[config.mk]
export PLATFORM = sky130hd
export DESIGN_NAME = logic_gate_pipe
export DESIGN_NICKNAME = d
export VERILOG_FILES = /design/src/rtl/logic_gate_pkg.sv /design/src/rtl/gate_reduce.sv /design/src/rtl/logic_gate_pipe.sv
export SDC_FILE = /design/constraint.sdc
export NUM_CORES = 1
export LEC_CHECK = 0
export ABC_AREA = 0
export CORE_MARGIN = 2
export CORE_UTILIZATION = 50
export DETAILED_ROUTE_END_ITERATION = 7
export PLACE_DENSITY = 0.76
export SETUP_SLACK_MARGIN = 0.3
export SLEW_MARGIN = 20
export SYNTH_ARGS = -nofsm -noshare
export SYNTH_HDL_FRONTEND = slang
export SYNTH_HIERARCHICAL = 1
export SYNTH_SLANG_ARGS = --single-unit
[constraint.sdc]
create_clock -name clk -period 2.4 [get_ports clk]
set_input_delay 0.6 -clock clk [delete_from_list [all_inputs] [get_ports clk]]
set_output_delay 0.6 -clock clk [all_outputs]
set_load 0.005 [all_outputs]
[src/rtl/logic_gate_pkg.sv]
// Shared definitions for the pipelined multi-operand logic unit:
// function-select encodings and the op legality check.
package logic_gate_pkg;

    localparam int OP_W = 3;

    localparam logic [OP_W-1:0] OP_AND  = 3'b000;
    localparam logic [OP_W-1:0] OP_OR   = 3'b001;
    localparam logic [OP_W-1:0] OP_XOR  = 3'b010;
    localparam logic [OP_W-1:0] OP_NAND = 3'b011;
    localparam logic [OP_W-1:0] OP_NOR  = 3'b100;
    localparam logic [OP_W-1:0] OP_XNOR = 3'b101;

    // Codes above OP_XNOR are reserved and flagged as errors.
    function automatic logic is_valid_op(input logic [OP_W-1:0] op);
        return (op <= OP_XNOR);
    endfunction

endpackage

[src/rtl/gate_reduce.sv]
// Combinational NUM_IN-way bitwise reduction. Inverting functions
// invert the full-width reduction, not a chain of two-input gates.
module gate_reduce
    import logic_gate_pkg::*;
#(
    parameter int WIDTH  = 8,
    parameter int NUM_IN = 4
) (
    input  logic [OP_W-1:0]         op,
    input  logic [NUM_IN*WIDTH-1:0] operands,
    output logic [WIDTH-1:0]        result,
    output logic                    err
);

    logic [WIDTH-1:0] and_r;
    logic [WIDTH-1:0] or_r;
    logic [WIDTH-1:0] xor_r;

    // Fold all operands into the three base reductions.
    always_comb begin
        and_r = '1;
        or_r  = '0;
        xor_r = '0;
        for (int k = 0; k < NUM_IN; k++) begin
            and_r = and_r & operands[k*WIDTH +: WIDTH];
            or_r  = or_r  | operands[k*WIDTH +: WIDTH];
            xor_r = xor_r ^ operands[k*WIDTH +: WIDTH];
        end
    end

    // Select the requested function; reserved codes give zero plus error.
    always_comb begin
        result = '0;
        err    = !is_valid_op(op);
        case (op)
            OP_AND:  result = and_r;
            OP_OR:   result = or_r;
            OP_XOR:  result = xor_r;
            OP_NAND: result = ~and_r;
            OP_NOR:  result = ~or_r;
            OP_XNOR: result = ~xor_r;
            default: result = '0;
        endcase
    end

endmodule

[src/rtl/logic_gate_pipe.sv]
// Two-stage valid/ready pipeline around gate_reduce. Stage 1 holds the
// raw operand set, stage 2 holds the reduced result and its flags.
// Each stage advances only when the stage ahead of it can take data,
// so up to two transactions are buffered under output back-pressure.
module logic_gate_pipe
    import logic_gate_pkg::*;
#(
    parameter int WIDTH  = 8,
    parameter int NUM_IN = 4
) (
    input  logic                    clk,
    input  logic                    rst,
    input  logic                    in_valid,
    output logic                    in_ready,
    input  logic [OP_W-1:0]         op,
    input  logic [NUM_IN*WIDTH-1:0] operands,
    output logic                    out_valid,
    input  logic                    out_ready,
    output logic [WIDTH-1:0]        result,
    output logic                    out_zero,
    output logic                    out_err
);

    logic                    s1_valid_q,    s1_valid_d;
    logic [OP_W-1:0]         s1_op_q,       s1_op_d;
    logic [NUM_IN*WIDTH-1:0] s1_operands_q, s1_operands_d;

    logic                    s2_valid_q,    s2_valid_d;
    logic [WIDTH-1:0]        result_q,      result_d;
    logic                    zero_q,        zero_d;
    logic                    err_q,         err_d;

    logic                    s1_load;
    logic                    s2_load;
    logic [WIDTH-1:0]        red_result;
    logic                    red_err;

    gate_reduce #(
        .WIDTH  (WIDTH),
        .NUM_IN (NUM_IN)
    ) u_reduce (
        .op       (s1_op_q),
        .operands (s1_operands_q),
        .result   (red_result),
        .err      (red_err)
    );

    // Stage advance conditions; in_ready depends only on pipeline state and out_ready.
    always_comb begin
        s2_load = !s2_valid_q || out_ready;
        s1_load = !s1_valid_q || s2_load;
    end

    assign in_ready  = s1_load;
    assign out_valid = s2_valid_q;
    assign result    = result_q;
    assign out_zero  = zero_q;
    assign out_err   = err_q;

    // Stage 1 next state: capture the operand set on an input transfer.
    always_comb begin
        s1_valid_d    = s1_valid_q;
        s1_op_d       = s1_op_q;
        s1_operands_d = s1_operands_q;
        if (s1_load) begin
            s1_valid_d = in_valid;
            if (in_valid) begin
                s1_op_d       = op;
                s1_operands_d = operands;
            end
        end
    end

    // Stage 2 next state: take the reduced value whenever stage 1 moves forward;
    // payload is left untouched otherwise so a stalled beat stays stable.
    always_comb begin
        s2_valid_d = s2_valid_q;
        result_d   = result_q;
        zero_d     = zero_q;
        err_d      = err_q;
        if (s2_load) begin
            s2_valid_d = s1_valid_q;
            if (s1_valid_q) begin
                result_d = red_result;
                zero_d   = (red_result == '0);
                err_d    = red_err;
            end
        end
    end

    // Pipeline registers; reset discards anything in flight.
    always_ff @(posedge clk) begin
        if (rst) begin
            s1_valid_q    <= 1'b0;
            s1_op_q       <= '0;
            s1_operands_q <= '0;
            s2_valid_q    <= 1'b0;
            result_q      <= '0;
            zero_q        <= 1'b0;
            err_q         <= 1'b0;
        end else begin
            s1_valid_q    <= s1_valid_d;
            s1_op_q       <= s1_op_d;
            s1_operands_q <= s1_operands_d;
            s2_valid_q    <= s2_valid_d;
            result_q      <= result_d;
            zero_q        <= zero_d;
            err_q         <= err_d;
        end
    end

endmodule

==> summary by stage <==
Outcome
The flow ran to the end, and the final reports show no timing, DRC or antenna violations.

Setup path
The cell depth of the worst flop-to-flop path is 8. The worst setup path is captured at a register. The arrival time reported for the critical path endpoint is 2.20 ns.

The worst setup path startpoint is s1_operands_q[1]. In this run the critical register-to-register path is launched from s1_operands_q[1]. The worst setup path is of the reg2reg kind. The required time of the worst setup path is 2.57 ns. The maximum fanout encountered on the critical timing path is 3. STA classifies the critical path startpoint as a register.

Synthesis
In the synthesized netlist the async set-or-reset flop fraction comes to 0%. Yosys printed 6 warnings. The sequential cell area fraction in the yosys report is 30.18%. Counting flops with a built-in enable in the synthesized netlist gives 0. The most instantiated library cell after synthesis is sky130_fd_sc_hd__nand2b_1. In this run the mean area of a mapped cell was 9.623 µm².

Sorting the synthesized cells by area gives the leading types as sky130_fd_sc_hd__dfxtp_1 30%, sky130_fd_sc_hd__nand2b_1 16%, sky130_fd_sc_hd__mux2i_1 11%. Counting every net in the synthesized netlist gives 379. The number of different library cells used by synthesis comes to 31. For this run, the leading register cell type out of synthesis is sky130_fd_sc_hd__dfxtp_1.

Summed over all instances, the cell type with the most area after synthesis is sky130_fd_sc_hd__dfxtp_1. The share of Yosys cell area claimed by the top area cell type is 30.18%. The commonest cells after synthesis are 78 x sky130_fd_sc_hd__nand2b_1, 47 x sky130_fd_sc_hd__dfxtp_1, 35 x sky130_fd_sc_hd__mux2i_1.

Counting flops and latches in the post-synthesis netlist gives 47. The synthesized netlist cell count is 324. After synthesis the cells add up to 0.003118 mm².

Layout
In the final layout, the multi-input gates occupy 0.001982 mm². The net count reported at finish is 419. The core occupancy in the finished layout is 62.82%. Across the whole layout, storage elements account for 954.7 µm². The antenna cell count is 0. From synthesis to final layout, the design area changed by 20.71%. The fraction of final layout cells sized beyond drive strength 1 is 11.51%. The layout has 501 filler cells.

Route
The mean number of vias per cell is 5.341. Dividing the detail-routed wire length by the instance count gives 13.52 µm. The first detailed-routing pass took 4 iterations. For this block, the via count after detailed routing is 2350. The first routing iteration left 114 violations. The wire length reported by the detailed router is 5949 µm.

The count of antenna-violating nets left after detailed routing is 0. The number of design rule violations left after detail routing is 0.

Power
The share of total power dissipated in the clock network is 25.6%. The maximum resistive drop on vdd is 0.3518 mV. Dividing total power by cell area gives a power density of 479.2 mW/mm². Cell internal power was estimated by the tool at 1.294 mW. In this run the static leakage power is 1.561 nW. The switching fraction of total power is 28.24%. The total net switching power is 0.5094 mW. The combinational share of power is 25.8%. The total power of the final layout is 1.804 mW. The share of power burned in registers is 48.6%.

Clock tree
Clock-pin slew was measured on the worst setup and hold paths at 0.08 ns. The root cell of the clock tree is sky130_fd_sc_hd__clkbuf_8. The post-cts hold buffer count is 0.

The CTS tree is done. The H-tree depth is 2. The later pin in the worst-skew pair is clocked with a latency of 0.30 ns. The clock net in this run drives a total of 47 sinks. The buffer levels on the longest clock path is 2. In this run, CTS created clock tree buffers numbering 5.

STA
The clock arrives with 0.009221 ns of skew. The shortest clock period the worst path allows after layout is 2.030 ns. At the pin with the least slew margin, the transition time is 0.6632 ns. The count of endpoints failing hold in the final timing report is 0. The period utilization is 84.57%. The final number of setup-violating endpoints is 0. In the post-route analysis, the smallest setup slack over all paths is 0.3704 ns.

Setup repair after global routing left no endpoint under its margin. The summed negative setup slack over all endpoints is 0 ns. The remaining max-slew budget at the tightest pin is 55.69%. The fmax is 492.7 MHz.

The final max-slew violation count is 0.

Floorplan
The number of top-level pins is 51. The row count is 28. From bottom edge to top edge, the die measures 82.97 µm. The floorplan step set the die width to 82.97 µm. The die area is 0.006884 mm². For this configuration, the core starts out at a cell density of 52.05%. After floorplanning, the core was sized to cover 0.005991 mm².

Flow run
The tool flagged a number of max-cap violations equal to 0.

GRT
Global routing used 17.84% of the available tracks. For this run the aggregate overflow at the end of global routing stands at 0. The number of antenna violations at the first check in global routing is 0.

The first global-routing pass estimated 10320 µm of wire. The via count of the first global-routing pass is 2264. Entering global routing, the biggest net connects 55 pins.

Placement
In this run the tool buffered the top-level ports with 50 buffer cells. The global placer's final weighted congestion is 0.7894. Detailed placement finished with a half-perimeter wire length of 4297 µm. OpenSTA, run right after detailed placement, puts the worst setup slack at 0.07349 ns.

Hold path
The worst hold path begins at result[4]. The cell depth of the worst min-delay path is 2. The worst min-delay path class is reg2reg.
[area by class of cell]
class | instances | area share, %
clock buffers | 5 | 1.828
flip-flops and latches | 47 | 25.37
repair buffers | 58 | 15.46
inverters | 18 | 1.795
clock inverters | 3 | 0.3989
well taps | 75 | 2.493
multi-input cells | 234 | 52.66
[per-stage QoR]
step,area (µm²),instances,hold slack [ns]
after global routing,3764,440,0.5035
final,3764,440,0.4848
after floorplan,3118,324,0.4454
after CTS,3730,440,0.4826
after detailed placement,3626,432,0.4711
after global placement,3626,432,0.4651
[state kept, by name, summed over array words and instances, names as in the netlist]
name,count
s1_op_q,3
out_err,1
s1_operands_q,32
out_zero,1
out_valid,1
result,8
s1_valid_q,1
[final timing paths]
check                                 end  slack (ns)
worst max register to register   out_zero        0.37
worst max-delay path             out_zero        0.37
worst min register to register  result[4]        0.48
worst min-delay path            result[4]        0.48
[routing by layer]
metal / GRT usage [%] / up-vias / part of all wire [%]
met2: 29.62 / 47 / 45
met5: 0 / - / 0
met4: 5.663 / 0 / 1.6
met1: 23.34 / 1079 / 50
li1: - / 1215 / -
met3: 3.479 / 9 / 3.9
[cell families after synthesis]
logic type | Yosys count | synth area share (%)
compound gates | 63 | 16.09
xor+xnor | 8 | 6.099
fa+ha+maj | 16 | 6.420
buf+inv | 43 | 7.744
flops | 47 | 30.18
mux | 35 | 11.24
simple gates | 112 | 22.23
[timing repair]
item                       CTS  global route
setup endpoints to repair    2             8
setup buffers                0             0
pin swaps                    2            11
cloned                       0             0
gates resized for setup      8             9
[power by group through the flow]
stage	Combinational, mW	Sequential (mW)	Clock (mW)
final	0.465	0.877	0.461
after floorplan	0.329	0.880	0
after global routing	0.510	0.886	0.510
after global placement	0.441	0.891	0
after CTS	0.462	0.877	0.478
after detailed placement	0.454	0.894	0
[cell usage in the layout (no fill, tap or decap), types with 6 or more instances in the layout]
cell,n
sky130_fd_sc_hd__a21oi_1,12
sky130_fd_sc_hd__buf_4,6
sky130_fd_sc_hd__a21o_1,8
sky130_fd_sc_hd__mux2i_1,35
sky130_fd_sc_hd__nand3_1,9
sky130_fd_sc_hd__xor3_1,8
sky130_fd_sc_hd__ha_1,16
sky130_fd_sc_hd__clkdlybuf4s50_1,47
sky130_fd_sc_hd__o221a_1,8
sky130_fd_sc_hd__dfxtp_2,8
sky130_fd_sc_hd__o211ai_1,8
sky130_fd_sc_hd__a221oi_1,8
sky130_fd_sc_hd__dfxtp_1,38
sky130_fd_sc_hd__nand4_1,9
sky130_fd_sc_hd__inv_1,18
sky130_fd_sc_hd__o21ai_0,10
sky130_fd_sc_hd__nand2b_1,78
[worst max-delay path, stage by stage (launching register included)]
cell and delay (ns):
sky130_fd_sc_hd__dfxtp_2 0.37, sky130_fd_sc_hd__inv_1 0.05, sky130_fd_sc_hd__ha_1 0.28, sky130_fd_sc_hd__xor3_1 0.42, sky130_fd_sc_hd__o221a_1 0.26, sky130_fd_sc_hd__o31ai_2 0.29, sky130_fd_sc_hd__nor4_2 0.07, sky130_fd_sc_hd__nand4_1 0.10
sky130_fd_sc_hd__a21oi_1 0.06
Note: power is estimated with default switching activity, not from simulation.
